==> src/rtl/pipe_pkg.sv <==
// Shared definitions for the pipeline hazard controller.
//   FWD_*        forwarding-source encodings used by the fwd_* outputs
//   TW           width of Tuse/Tnew fields
//   md_state_t   mult/div timer state encoding
package pipe_pkg;

  localparam int unsigned TW = 2;

  localparam logic [1:0] FWD_RF = 2'd0;
  localparam logic [1:0] FWD_E  = 2'd1;
  localparam logic [1:0] FWD_M  = 2'd2;
  localparam logic [1:0] FWD_W  = 2'd3;

  typedef enum logic [0:0] {
    MD_IDLE = 1'b0,
    MD_BUSY = 1'b1
  } md_state_t;

endpackage

==> src/rtl/pipe_hazard_ctrl_md_busy_timer.sv <==
// Mult/div busy timer.
//   clk, reset  rising-edge clock, synchronous active-high reset
//   start       mult/div instruction is in E this cycle
//   is_div      1 = div/divu, 0 = mult/multu (valid with start)
//   busy        registered; high for exactly MULT_CYCLES/DIV_CYCLES cycles,
//               starting the cycle after start
module md_busy_timer
  import pipe_pkg::*;
#(
  parameter int unsigned MULT_CYCLES = 5,
  parameter int unsigned DIV_CYCLES  = 10
) (
  input  logic clk,
  input  logic reset,
  input  logic start,
  input  logic is_div,
  output logic busy
);

  localparam int unsigned MAXC = (MULT_CYCLES > DIV_CYCLES) ? MULT_CYCLES : DIV_CYCLES;
  localparam int unsigned CW   = $clog2(MAXC + 1);

  md_state_t      state;
  logic [CW-1:0]  md_cnt;

  // A start while already busy reloads the counter (restart wins).
  always_ff @(posedge clk) begin
    if (reset) begin
      state  <= MD_IDLE;
      md_cnt <= '0;
    end else if (start) begin
      state  <= MD_BUSY;
      md_cnt <= is_div ? CW'(DIV_CYCLES) : CW'(MULT_CYCLES);
    end else if (state == MD_BUSY) begin
      md_cnt <= md_cnt - CW'(1);
      if (md_cnt == CW'(1)) begin
        state <= MD_IDLE;
      end
    end
  end

  assign busy = (state == MD_BUSY);

endmodule

==> src/rtl/pipe_hazard_ctrl.sv <==
// Hazard and sequencing controller for the 5-stage MIPS pipeline.
//   clk, reset              rising-edge clock, synchronous active-high reset
//   d_rs, d_rt              D-stage source registers, with Tuse d_tuse_rs/d_tuse_rt
//   d_is_md                 D holds mult/div/mfhi/mflo/mthi/mtlo
//   e_rs, e_rt, e_wa,e_tnew E-stage sources, destination and Tnew
//   e_md_start, e_md_is_div mult/div starting in E, and which kind
//   m_wa, m_tnew            M-stage destination and Tnew
//   w_wa                    W-stage destination (Tnew always 0)
//   stall, e_flush          hold PC/D and bubble E (combinational)
//   fwd_d_rs, fwd_d_rt      D operand source: RF / E / M
//   fwd_e_rs, fwd_e_rt      E operand source: pipe / M / W
//   md_busy                 mult/div unit busy (registered)
//   stall_cnt               count of stalled cycles since reset
module pipe_hazard_ctrl
  import pipe_pkg::*;
#(
  parameter int unsigned MULT_CYCLES = 5,
  parameter int unsigned DIV_CYCLES  = 10,
  parameter int unsigned CNT_W       = 32
) (
  input  logic             clk,
  input  logic             reset,
  input  logic [4:0]       d_rs,
  input  logic [4:0]       d_rt,
  input  logic [TW-1:0]    d_tuse_rs,
  input  logic [TW-1:0]    d_tuse_rt,
  input  logic             d_is_md,
  input  logic [4:0]       e_rs,
  input  logic [4:0]       e_rt,
  input  logic [4:0]       e_wa,
  input  logic [TW-1:0]    e_tnew,
  input  logic             e_md_start,
  input  logic             e_md_is_div,
  input  logic [4:0]       m_wa,
  input  logic [TW-1:0]    m_tnew,
  input  logic [4:0]       w_wa,
  output logic             stall,
  output logic             e_flush,
  output logic [1:0]       fwd_d_rs,
  output logic [1:0]       fwd_d_rt,
  output logic [1:0]       fwd_e_rs,
  output logic [1:0]       fwd_e_rt,
  output logic             md_busy,
  output logic [CNT_W-1:0] stall_cnt
);

  logic haz_rs, haz_rt, haz_md;

  md_busy_timer #(
    .MULT_CYCLES (MULT_CYCLES),
    .DIV_CYCLES  (DIV_CYCLES)
  ) u_md_timer (
    .clk    (clk),
    .reset  (reset),
    .start  (e_md_start),
    .is_div (e_md_is_div),
    .busy   (md_busy)
  );

  // A producer only blocks D if its value arrives later than D needs it.
  always_comb begin
    haz_rs = (d_rs != 5'd0) &&
             (((d_rs == e_wa) && (e_tnew > d_tuse_rs)) ||
              ((d_rs == m_wa) && (m_tnew > d_tuse_rs)));
    haz_rt = (d_rt != 5'd0) &&
             (((d_rt == e_wa) && (e_tnew > d_tuse_rt)) ||
              ((d_rt == m_wa) && (m_tnew > d_tuse_rt)));
    haz_md = d_is_md && (md_busy || e_md_start);
    stall  = !reset && (haz_rs || haz_rt || haz_md);
  end

  assign e_flush = stall;

  // Nearest stage wins; $0 is never forwarded.
  always_comb begin
    fwd_d_rs = FWD_RF;
    if (d_rs != 5'd0) begin
      if ((d_rs == e_wa) && (e_tnew == '0))      fwd_d_rs = FWD_E;
      else if ((d_rs == m_wa) && (m_tnew == '0)) fwd_d_rs = FWD_M;
    end

    fwd_d_rt = FWD_RF;
    if (d_rt != 5'd0) begin
      if ((d_rt == e_wa) && (e_tnew == '0))      fwd_d_rt = FWD_E;
      else if ((d_rt == m_wa) && (m_tnew == '0)) fwd_d_rt = FWD_M;
    end

    fwd_e_rs = FWD_RF;
    if (e_rs != 5'd0) begin
      if ((e_rs == m_wa) && (m_tnew == '0)) fwd_e_rs = FWD_M;
      else if (e_rs == w_wa)                fwd_e_rs = FWD_W;
    end

    fwd_e_rt = FWD_RF;
    if (e_rt != 5'd0) begin
      if ((e_rt == m_wa) && (m_tnew == '0)) fwd_e_rt = FWD_M;
      else if (e_rt == w_wa)                fwd_e_rt = FWD_W;
    end
  end

  always_ff @(posedge clk) begin
    if (reset) begin
      stall_cnt <= '0;
    end else if (stall) begin
      stall_cnt <= stall_cnt + CNT_W'(1);
    end
  end

endmodule
==> config.mk <==
export PLATFORM = sky130hd
export DESIGN_NAME = pipe_hazard_ctrl
export DESIGN_NICKNAME = d
export VERILOG_FILES = /design/src/rtl/pipe_pkg.sv /design/src/rtl/pipe_hazard_ctrl_md_busy_timer.sv /design/src/rtl/pipe_hazard_ctrl.sv
export SDC_FILE = /design/constraint.sdc
export NUM_CORES = 1
export LEC_CHECK = 0
export CORE_UTILIZATION = 30
export CTS_CLUSTER_DIAMETER = 120
export DETAILED_ROUTE_END_ITERATION = 8
export PLACE_DENSITY_LB_ADDON = 0.1
export SETUP_SLACK_MARGIN = 0.3
export SLEW_MARGIN = 40
export SYNTH_ARGS = -nofsm -noshare
export SYNTH_HDL_FRONTEND = slang
export SYNTH_SLANG_ARGS = --single-unit
==> constraint.sdc <==
create_clock -name clk -period 5.2 [get_ports clk]
set_clock_uncertainty 0.05 [all_clocks]
set_input_delay 1.04 -clock clk [delete_from_list [all_inputs] [get_ports clk]]
set_output_delay 1.04 -clock clk [all_outputs]
set_load 0.02 [all_outputs]
==> summary.md, run 1 <==
| Metric | Value |
|---|---|
| Status | finished clean |
| Core Area | 9950 um^2 |
| Die extent in x | around 100 um |
| Top delay family on crit path | buffers and inverters |
| VDD IR max | 0.0997 mV |
| Clock sink total | 37 |
| Fmax | between 200 and 250 MHz |
| Startpoint Class | primary input |
| Total track usage | 0.151 |
| CTS H-Tree Depth | 2 |
| Max Slew Vio Count | 0 |
| Clk buf depth | 2 |
| Nature of the critical path endpoint | output port |
| Slew @ Worst Pin | 659 ps |
| Power per cell area | about 170 nW/um^2 |
| Hold Buf Count CTS | 0 |
| Top FF cell, synth | dfxtp_1 |
| Die height | approximately 100 um |
| Placed Cells | 574 |
| Maxcap violations | 0 |
| Crit path kind | primary input to output port |
| Antenna Nets Post-Route | 0 |
| Internal | roughly 0.51 mW |
| Most frequent cells in the layout | clkdlybuf4s50_1 (89), nor2_1 (45), dfxtp_1 (37) |
| # nets final | just over 500 |
| Number of distinct library cells after synthesis | 40 |
| R2r worst-path depth | 6 |
| First-pass GRT wire length | 13300 um |
| Syn Inst Count | ~370 |
| Most common cell after layout, fill and taps aside | clkdlybuf4s50_1 |
| Critical path's slowest cell | clkdlybuf4s50_1 |
| Initial DRC Count | 100 |
| Vias in the first global route | around 2700 |
| Number of enable flip-flop cells after synthesis | 0 |
| DRC Markers | 0 |
| Synth Cell Area | 3120 um^2 |
| Largest net degree at the start of global routing | 67 |
| Switching Share | 0.291 |
| CP bufs+invs | 3 |
| Clock root cell | clkbuf_8 |
| Boundary Pins | approximately 90 |
| Area after DPL | between 4000 and 5000 um^2 |
| Placement Rows | 36 |
| Postcts setup bufs | 0 |
| Worst slew margin | 0.560 |
| Worst Hold Class | register to register |
| Delay of the slowest critical-path stage | approximately 660 ps |
| Synthesis-to-finish area growth | 35.0% |
| CP required | about 4000 ps |
| Hold Crit Depth | 2 |
| Die ar. | 10800 um^2 |
| CTS tree | built |
| DR vias | between 2000 and 3000 |
| Post-Syn Nets | 426 |
| Stages on the worst setup path | 9 |
| WP data arrival | approximately 3600 ps |
| Asr flop ratio synth | 0 |
| Worst skew pair latency | ~300 ps |
| Final Cycle Share | 0.896 |
| Gate power share | 0.230 |
| Warnings from Yosys | 0 |
| Initial core utilization | 0.314 |
| Initial antenna violation count | 0 |
| Synth Register Bits | 37 |
| Drt first pass iters | 4 |
| Final setup viols | 0 |
| Wirelength, routed | slightly above 8000 um |
| Drt wl/cell | between 10 and 15 um |
| TritonCTS buffer count | 5 |
| Top cell by count, worst path | clkdlybuf4s50_1 |
| RePlAce Congestion | 0.784 |
| Final instance area | about 4200 um^2 |
| RSZ-0062 raised after global routing | false |
| Setup TNS | 0 ps |
| Finished Layout Cells | 582 |
| Post-synthesis sequential area ratio | 0.237 |
| Crit path cell chain | clkdlybuf4s50_1, inv_1, ha_1, nor2b_1, o21ai_1, nor4_1, nor3_4, a21oi_1, clkdlybuf4s50_1 |
| # fillers | slightly above 1000 |
| Share of layout cells above drive strength 1 | 0.154 |
| CTS resizes | 0 |
| Sw power | 0.210 mW |
| Diodes inserted | 0 |
| Fin crit period | about 4700 ps |
| Grt total ovfl | 0 |
| Routed vias/inst | around 5 |
| Static Leak | between 1.5 and 2 nW |
| Clock Power Share | 0.363 |
| Clock transition at path regs | roughly 80 ps |
| Flop pwr share | 0.408 |
| Fin. Hold Viols | 0 |
| Syn Area/Cell | about 8.5 um^2 |
| Input/output buffers | 90 |
| Worst hold margin | a little under 500 ps |
| Critical-path maximum fanout | 2 |
| DP HPWL | around 6000 um |
power by group through the flow:
stage,registers [mW],logic (mW),clock network [mW]
floorplan,0.301,0.0931,0
global placement,0.301,0.164,0
detailed placement,0.301,0.166,0
CTS,0.294,0.167,0.271
global route,0.295,0.182,0.284
finish,0.294,0.166,0.262
synth_stat cells, types with 4 or more instances:
cell | number | area [um^2]
nor2b_1 | 34 | 213
a21oi_2 | 27 | 236
inv_1 | 6 | 22.5
or4_1 | 4 | 30.0
nand3_1 | 16 | 80.1
o21ai_1 | 4 | 20.0
xor2_1 | 23 | 201
a21oi_1 | 8 | 40.0
nand2_1 | 20 | 75.1
dfxtp_1 | 37 | 741
ha_1 | 11 | 138
and3_1 | 12 | 75.1
nor2_1 | 45 | 169
nor3_1 | 8 | 40.0
and2_1 | 6 | 37.5
mux2_4 | 27 | 405
xnor2_1 | 20 | 175
nor4_1 | 5 | 31.3
clkbuf_1 | 10 | 37.5
nand4_1 | 9 | 56.3
worst register-to-register path, cell delays in order, from the launching register on:
cell     delay (ps)
dfxtp_1         440
and4_1          240
and2_1          220
and3_1          460
nand4_1         150
a21oi_1         170
mux2_1          330
cells by family after synthesis:
| logic type | share of synthesized area |
|---|---|
| compound gates | 0.122 |
| fa+ha+maj | 0.0441 |
| xor+xnor | 0.121 |
| mux | 0.141 |
| buf+inv | 0.0412 |
| flops | 0.237 |
| simple gates | 0.294 |
worst paths after layout:
kind	startpoint	endpoint	slack [ps]
worst max register to register	stall_cnt[3]$_SDFFE_PP0P_	stall_cnt[27]$_SDFFE_PP0P_	3050
worst max-delay path	d_tuse_rs[1]	e_flush	540
worst min register to register	stall_cnt[1]$_SDFFE_PP0P_	stall_cnt[1]$_SDFFE_PP0P_	490
worst min-delay path	stall_cnt[1]$_SDFFE_PP0P_	stall_cnt[1]$_SDFFE_PP0P_	490
metal layers:
| layer | global-route usage | vias up | wire length (um) |
|---|---|---|---|
| li1 | - | 1433 | - |
| met1 | 0.199 | 1334 | 3880 |
| met2 | 0.254 | 59 | 3830 |
| met3 | 0.0276 | 2 | 297 |
| met4 | 0.0337 | 0 | 31 |
| met5 | 0 | - | 0 |
stage by stage:
stage | utilization | power, mW | setup slack, ps
floorplan | - | 0.394 | 1270
global placement | 0.412 | 0.465 | 542
detailed placement | 0.412 | 0.467 | 533
CTS | 0.424 | 0.733 | 494
global route | 0.424 | 0.761 | 354
finish | 0.424 | 0.722 | 541
area by class of cell:
type,instances,area (um^2),area share
Inverter,6,22.5,0.00534
Multi-Input combinational cell,305,2250,0.535
Tap cell,133,166,0.0395
Clock inverter,3,46.3,0.0110
Clock buffer,5,68.8,0.0163
Timing Repair Buffer,93,918,0.218
Sequential cell,37,741,0.176
registers in the layout, indices dropped and copies added (netlist names):
signal and count:
stall_cnt 32, u_md_timer.md_cnt 4, u_md_timer.busy 1
Power figures use the tool's default switching activity.
==> run 2: changes to the inputs <==
Settings changed: CORE_ASPECT_RATIO set to 0.75.
==> run 2 against run 1 <==
Against the previous run: sequential cell count unchanged; critical path depth down 1; maximum frequency is 1.8% higher; worst hold slack worse by 11 ps; global-route usage up 0.78 points; largest cell class unchanged; highest routed layer unchanged.
==> summary.md, run 2 (synthesized netlist as in run 1, its figures left out) <==
| Metric | Value |
|---|---|
| Status | finished clean |
| Worst hold margin | 477 ps |
| Fin. Hold Viols | 0 |
| Clock sink total | 37 |
| Nature of the critical path endpoint | output port |
| Antenna Nets Post-Route | 0 |
| Final instance area | 4270 um^2 |
| Initial antenna violation count | 0 |
| Fmax | about 220 MHz |
| DR vias | approximately 2800 |
| Input/output buffers | 90 |
| Die extent in x | between 100 and 150 um |
| Final setup viols | 0 |
| DRC Markers | 0 |
| CTS tree | built |
| Sw power | roughly 0.21 mW |
| Final WS setup | a little over 600 ps |
| Drt first pass iters | 4 |
| DP HPWL | 6240 um |
| Vias in the first global route | roughly 2700 |
| Diodes inserted | 0 |
| Worst slew margin | 0.564 |
| Worst skew pair latency | 290 ps |
| Clk buf depth | 2 |
| Core Area | 9890 um^2 |
| Uppermost layer routed | met4 |
| Synthesis-to-finish area growth | 36.8% |
| Startpoint Class | primary input |
| Most common cell after layout, fill and taps aside | clkdlybuf4s50_1 |
| # nets final | ~510 |
| Flop pwr share | 0.358 |
| Drt wl/cell | 14.2 um |
| Die ar. | between 10000 and 15000 um^2 |
| Power per cell area | just under 200 nW/um^2 |
| CTS H-Tree Depth | 2 |
| Placement Rows | 31 |
| Wirelength, routed | a little over 8000 um |
| Clock Power Share | 0.440 |
| Static Leak | around 1.6 nW |
| Grt total ovfl | 0 |
| Switching Share | 0.261 |
| Clock root cell | clkbuf_16 |
| RePlAce Congestion | between 0.7 and 0.8 |
| Initial DRC Count | 130 |
| Largest net degree at the start of global routing | 67 |
| Initial core utilization | 0.316 |
| Clock transition at path regs | 60 ps |
| Postcts setup bufs | 0 |
| Final Cycle Share | 0.880 |
| VDD IR max | 0.0982 mV |
| Area after DPL | 4100 um^2 |
| Total track usage | 0.158 |
| Met2 wire length | between 3000 and 4000 um |
| Die height | 90.4 um |
| Largest Register | stall_cnt |
| CP required | 4110 ps |
| Routed met1 length | approximately 4400 um |
| Most frequent cells in the layout | clkdlybuf4s50_1 (89), nor2_1 (45), dfxtp_1 (37) |
| WP data arrival | roughly 3500 ps |
| Pre-CTS WS | 602 ps |
| Max Slew Vio Count | 0 |
| Share of layout cells above drive strength 1 | 0.151 |
| Met3 routed WL | 305 um |
| TritonCTS buffer count | 5 |
| Fin crit period | between 4000 and 5000 ps |
| Hold Buf Count CTS | 0 |
| CTS resizes | 0 |
| Crit path kind | primary input to output port |
| Max FFs per register | 32 |
| Gate power share | 0.202 |
| Setup TNS | 0 ps |
| Slew @ Worst Pin | between 600 and 700 ps |
| Maxcap violations | 0 |
| Internal | approximately 0.61 mW |
| Worst Hold Class | register to register |
| Boundary Pins | approximately 90 |
| RSZ-0062 raised after global routing | false |
| Critical-path maximum fanout | 5 |
| Routed vias/inst | just under 5 |
| First-pass GRT wire length | 13900 um |
| PnR Total Power | slightly above 0.8 mW |
-- run 2: cell count changes in the layout (fill, tap and decap cells not counted) --
cell,change
clkbuf_8,-4
clkinv_4,-1
clkinvlp_4,-1
clkbuf_16,+5
clkbuf_1,+1
-- run 2: layer usage --
layer	GRT usage	vias to the layer above
met3	0.0341	4
met2	0.228	38
met1	0.239	1322
met5	0	-
li1	-	1430
met4	0.0281	0
-- run 2: area by class of cell --
class,count,area [um^2]
sequential,37,741
inverter,6,22.5
tap,132,165
timing repair buffer,93,918
multi-input combinational,305,2250
fill,993,5620
clock inverter,1,30.0
clock buffer,7,143
-- run 2: power by group through the flow --
stage,Sequential (mW),Combinational [mW],Clock (mW)
floorplan,0.301,0.0931,0
global placement,0.301,0.166,0
detailed placement,0.301,0.167,0
CTS,0.294,0.168,0.371
global route,0.295,0.184,0.384
finish,0.294,0.166,0.362
-- run 2: worst paths after layout --
check / depth (start not counted) / slack, ps / start / end
worst max-delay path: 8 / 620 / e_tnew[1] / e_flush
worst min-delay path: 2 / 480 / stall_cnt[1]$_SDFFE_PP0P_ / stall_cnt[1]$_SDFFE_PP0P_
worst max register to register: 6 / 3000 / stall_cnt[3]$_SDFFE_PP0P_ / stall_cnt[31]$_SDFFE_PP0P_
worst min register to register: 2 / 480 / stall_cnt[1]$_SDFFE_PP0P_ / stall_cnt[1]$_SDFFE_PP0P_
-- run 2: metrics by stage --
stage	utilization	cells
6_report	0.432	581
5_1_grt	0.432	581
4_1_cts	0.432	581
3_5_place_dp	0.415	573
3_3_place_gp	0.415	573
2_1_floorplan	-	367
-- run 2: worst max-delay path: stages --
cell	delay (ps)
clkdlybuf4s50_1	510
ha_1	340
nor2b_1	120
o21ai_0	80
nor4_1	460
nor3_4	50
a21oi_1	240
clkdlybuf4s50_1	650
==> run 3: changes to the inputs <==
Settings changed: CORE_UTILIZATION 30 to 45, MAX_ROUTING_LAYER set to met4.
==> run 3 against run 2 <==
Against the previous run: the run now ends with design-rule violations left; highest routed layer unchanged; power is 12% lower; clock power fell by 27%; largest cell class unchanged; final cell count decreased by 8.8%; register-to-register slack better by 30 ps; sequential power hardly changed; non-clock buffer count did not move; setup slack got worse by 150 ps; sequential share of layout area increased by 0.50 points; design area decreased by 2.8%.
==> summary.md, run 3 (synthesized netlist as in run 1, its figures left out) <==
| Metric | Value |
|---|---|
| Reg2reg end | stall_cnt[31]$_SDFFE_PP0P_ |
| Fin crit period | around 4700 ps |
| Wirelength, routed | roughly 7500 um |
| DP HPWL | ~5700 um |
| Hold Buf Count CTS | 0 |
| Fmax | about 210 MHz |
| CTS resizes | 0 |
| Placement Rows | 25 |
| Power per cell area | ~170 nW/um^2 |
| Grt total ovfl | 0 |
| Failing checks | design-rule violations |
| DR vias | 2800 |
| Flop pwr share | 0.407 |
| Internal | about 0.52 mW |
| Postcts setup bufs | 0 |
| Startpoint Class | primary input |
| Routed vias/inst | ~5.3 |
| CTS H-Tree Depth | 2 |
| Setup TNS | 0 ps |
| R2r worst-path depth | 6 |
| Clock sink total | 37 |
| Max Slew Vio Count | 0 |
| Initial core utilization | 0.480 |
| Core Area | about 6500 um^2 |
| Most common cell after layout, fill and taps aside | clkdlybuf4s50_1 |
| Final Cycle Share | 0.910 |
| Sw power | 0.198 mW |
| DRC Markers | 3 |
| Finished Layout Cells | 530 |
| Reg2reg setup slack | between 3000 and 4000 ps |
| Die ar. | between 7000 and 8000 um^2 |
| WP data arrival | 3640 ps |
| Worst skew pair latency | just under 300 ps |
| Clk buf depth | 2 |
| # nets final | just over 500 |
| Setup crit start | e_tnew[1] |
| Worst hold margin | approximately 480 ps |
| CTS tree | built |
| CP required | slightly above 4000 ps |
| Slew @ Worst Pin | ~670 ps |
| Final instance area | roughly 4200 um^2 |
| Finished Core Util | 0.638 |
| CP Capture Point | stall |
| Antenna Nets Post-Route | 0 |
| Largest net degree at the start of global routing | 67 |
| First-pass GRT wire length | 12500 um |
| Input/output buffers | 90 |
| Die extent in x | between 90 and 100 um |
| VDD IR max | between 0.1 and 0.15 mV |
| TritonCTS buffer count | 5 |
| Area after DPL | 4040 um^2 |
| Maxcap violations | 0 |
| Clock Power Share | 0.365 |
| Clock transition at path regs | about 70 ps |
| Boundary Pins | 91 |
| Synthesis-to-finish area growth | 33.0% |
| Switching Share | 0.274 |
| Initial DRC Count | around 110 |
| Initial antenna violation count | 0 |
| Drt wl/cell | approximately 14 um |
| Max FFs per register | 32 |
| Largest Register | stall_cnt |
| Share of layout cells above drive strength 1 | 0.151 |
| Total track usage | 0.222 |
| Gate power share | 0.229 |
| Critical-path maximum fanout | 5 |
| Die height | ~74 um |
| Drt first pass iters | 8 |
| Status | finished, violations left |
| Final setup viols | 0 |
| Worst slew margin | 0.552 |
| Nature of the critical path endpoint | output port |
| Static Leak | 1.55 nW |
| Fin. Hold Viols | 0 |
| # fillers | approximately 580 |
| Crit path kind | primary input to output port |
| RR Startpoint | stall_cnt[3]$_SDFFE_PP0P_ |
| RSZ-0062 raised after global routing | false |
| Clock root cell | clkbuf_8 |
| Diodes inserted | 0 |
| Most frequent cells in the layout | clkdlybuf4s50_1 (89), nor2_1 (45), dfxtp_1 (37) |
| Placed Cells | about 520 |
| Vias in the first global route | 2588 |
| Worst Hold Class | register to register |
| RePlAce Congestion | ~0.85 |
-- run 3: power groups by stage --
stage	clock network, mW	registers [mW]	logic (mW)
finish	0.264	0.294	0.165
global route	0.283	0.295	0.182
CTS	0.270	0.294	0.165
detailed placement	0	0.301	0.165
global placement	0	0.300	0.162
floorplan	0	0.301	0.0931
-- run 3: final cells by class --
type | count | area (um^2) | share of cell area
multi-input cells | 305 | 2250 | 0.543
inverters | 6 | 22.5 | 0.00542
repair buffers | 93 | 918 | 0.221
well taps | 81 | 101 | 0.0244
clock inverters | 1 | 30.0 | 0.00723
clock buffers | 7 | 86.3 | 0.0208
flip-flops and latches | 37 | 741 | 0.178
-- run 3: layer usage --
layer	vias to the layer above	global-route usage	part of all wire
met5	-	-	0
met4	0	0.0614	0.011
met3	7	0.0395	0.039
met2	53	0.326	0.42
met1	1313	0.313	0.53
li1	1427	-	-
-- run 3: how the worst min path moves through the flow --
| stage | from | to | depth (start not counted) |
|---|---|---|---|
| floorplan | u_md_timer.md_cnt[3]$_SDFFE_PP0N_ | u_md_timer.busy$_SDFF_PP0_ | 4 |
| global placement | stall_cnt[1]$_SDFFE_PP0P_ | stall_cnt[1]$_SDFFE_PP0P_ | 2 |
| detailed placement | stall_cnt[1]$_SDFFE_PP0P_ | stall_cnt[1]$_SDFFE_PP0P_ | 2 |
| CTS | stall_cnt[1]$_SDFFE_PP0P_ | stall_cnt[1]$_SDFFE_PP0P_ | 2 |
| global route | stall_cnt[1]$_SDFFE_PP0P_ | stall_cnt[1]$_SDFFE_PP0P_ | 2 |
| finish | stall_cnt[1]$_SDFFE_PP0P_ | stall_cnt[1]$_SDFFE_PP0P_ | 2 |
-- run 3: worst max-delay path: stages --
cell             delay [ps]
clkdlybuf4s50_1         500
ha_1                    330
nor2b_1                 120
o21ai_0                  80
nor4_1                  510
nor3_4                   60
a21oi_1                 320
clkdlybuf4s50_1         680
-- run 3: through the flow --
stage          power, mW  setup slack (ps)
6_report           0.723               468
5_1_grt            0.760               346
3_5_place_dp       0.465               516
2_1_floorplan      0.394              1270
3_3_place_gp       0.462               573
4_1_cts            0.729               503
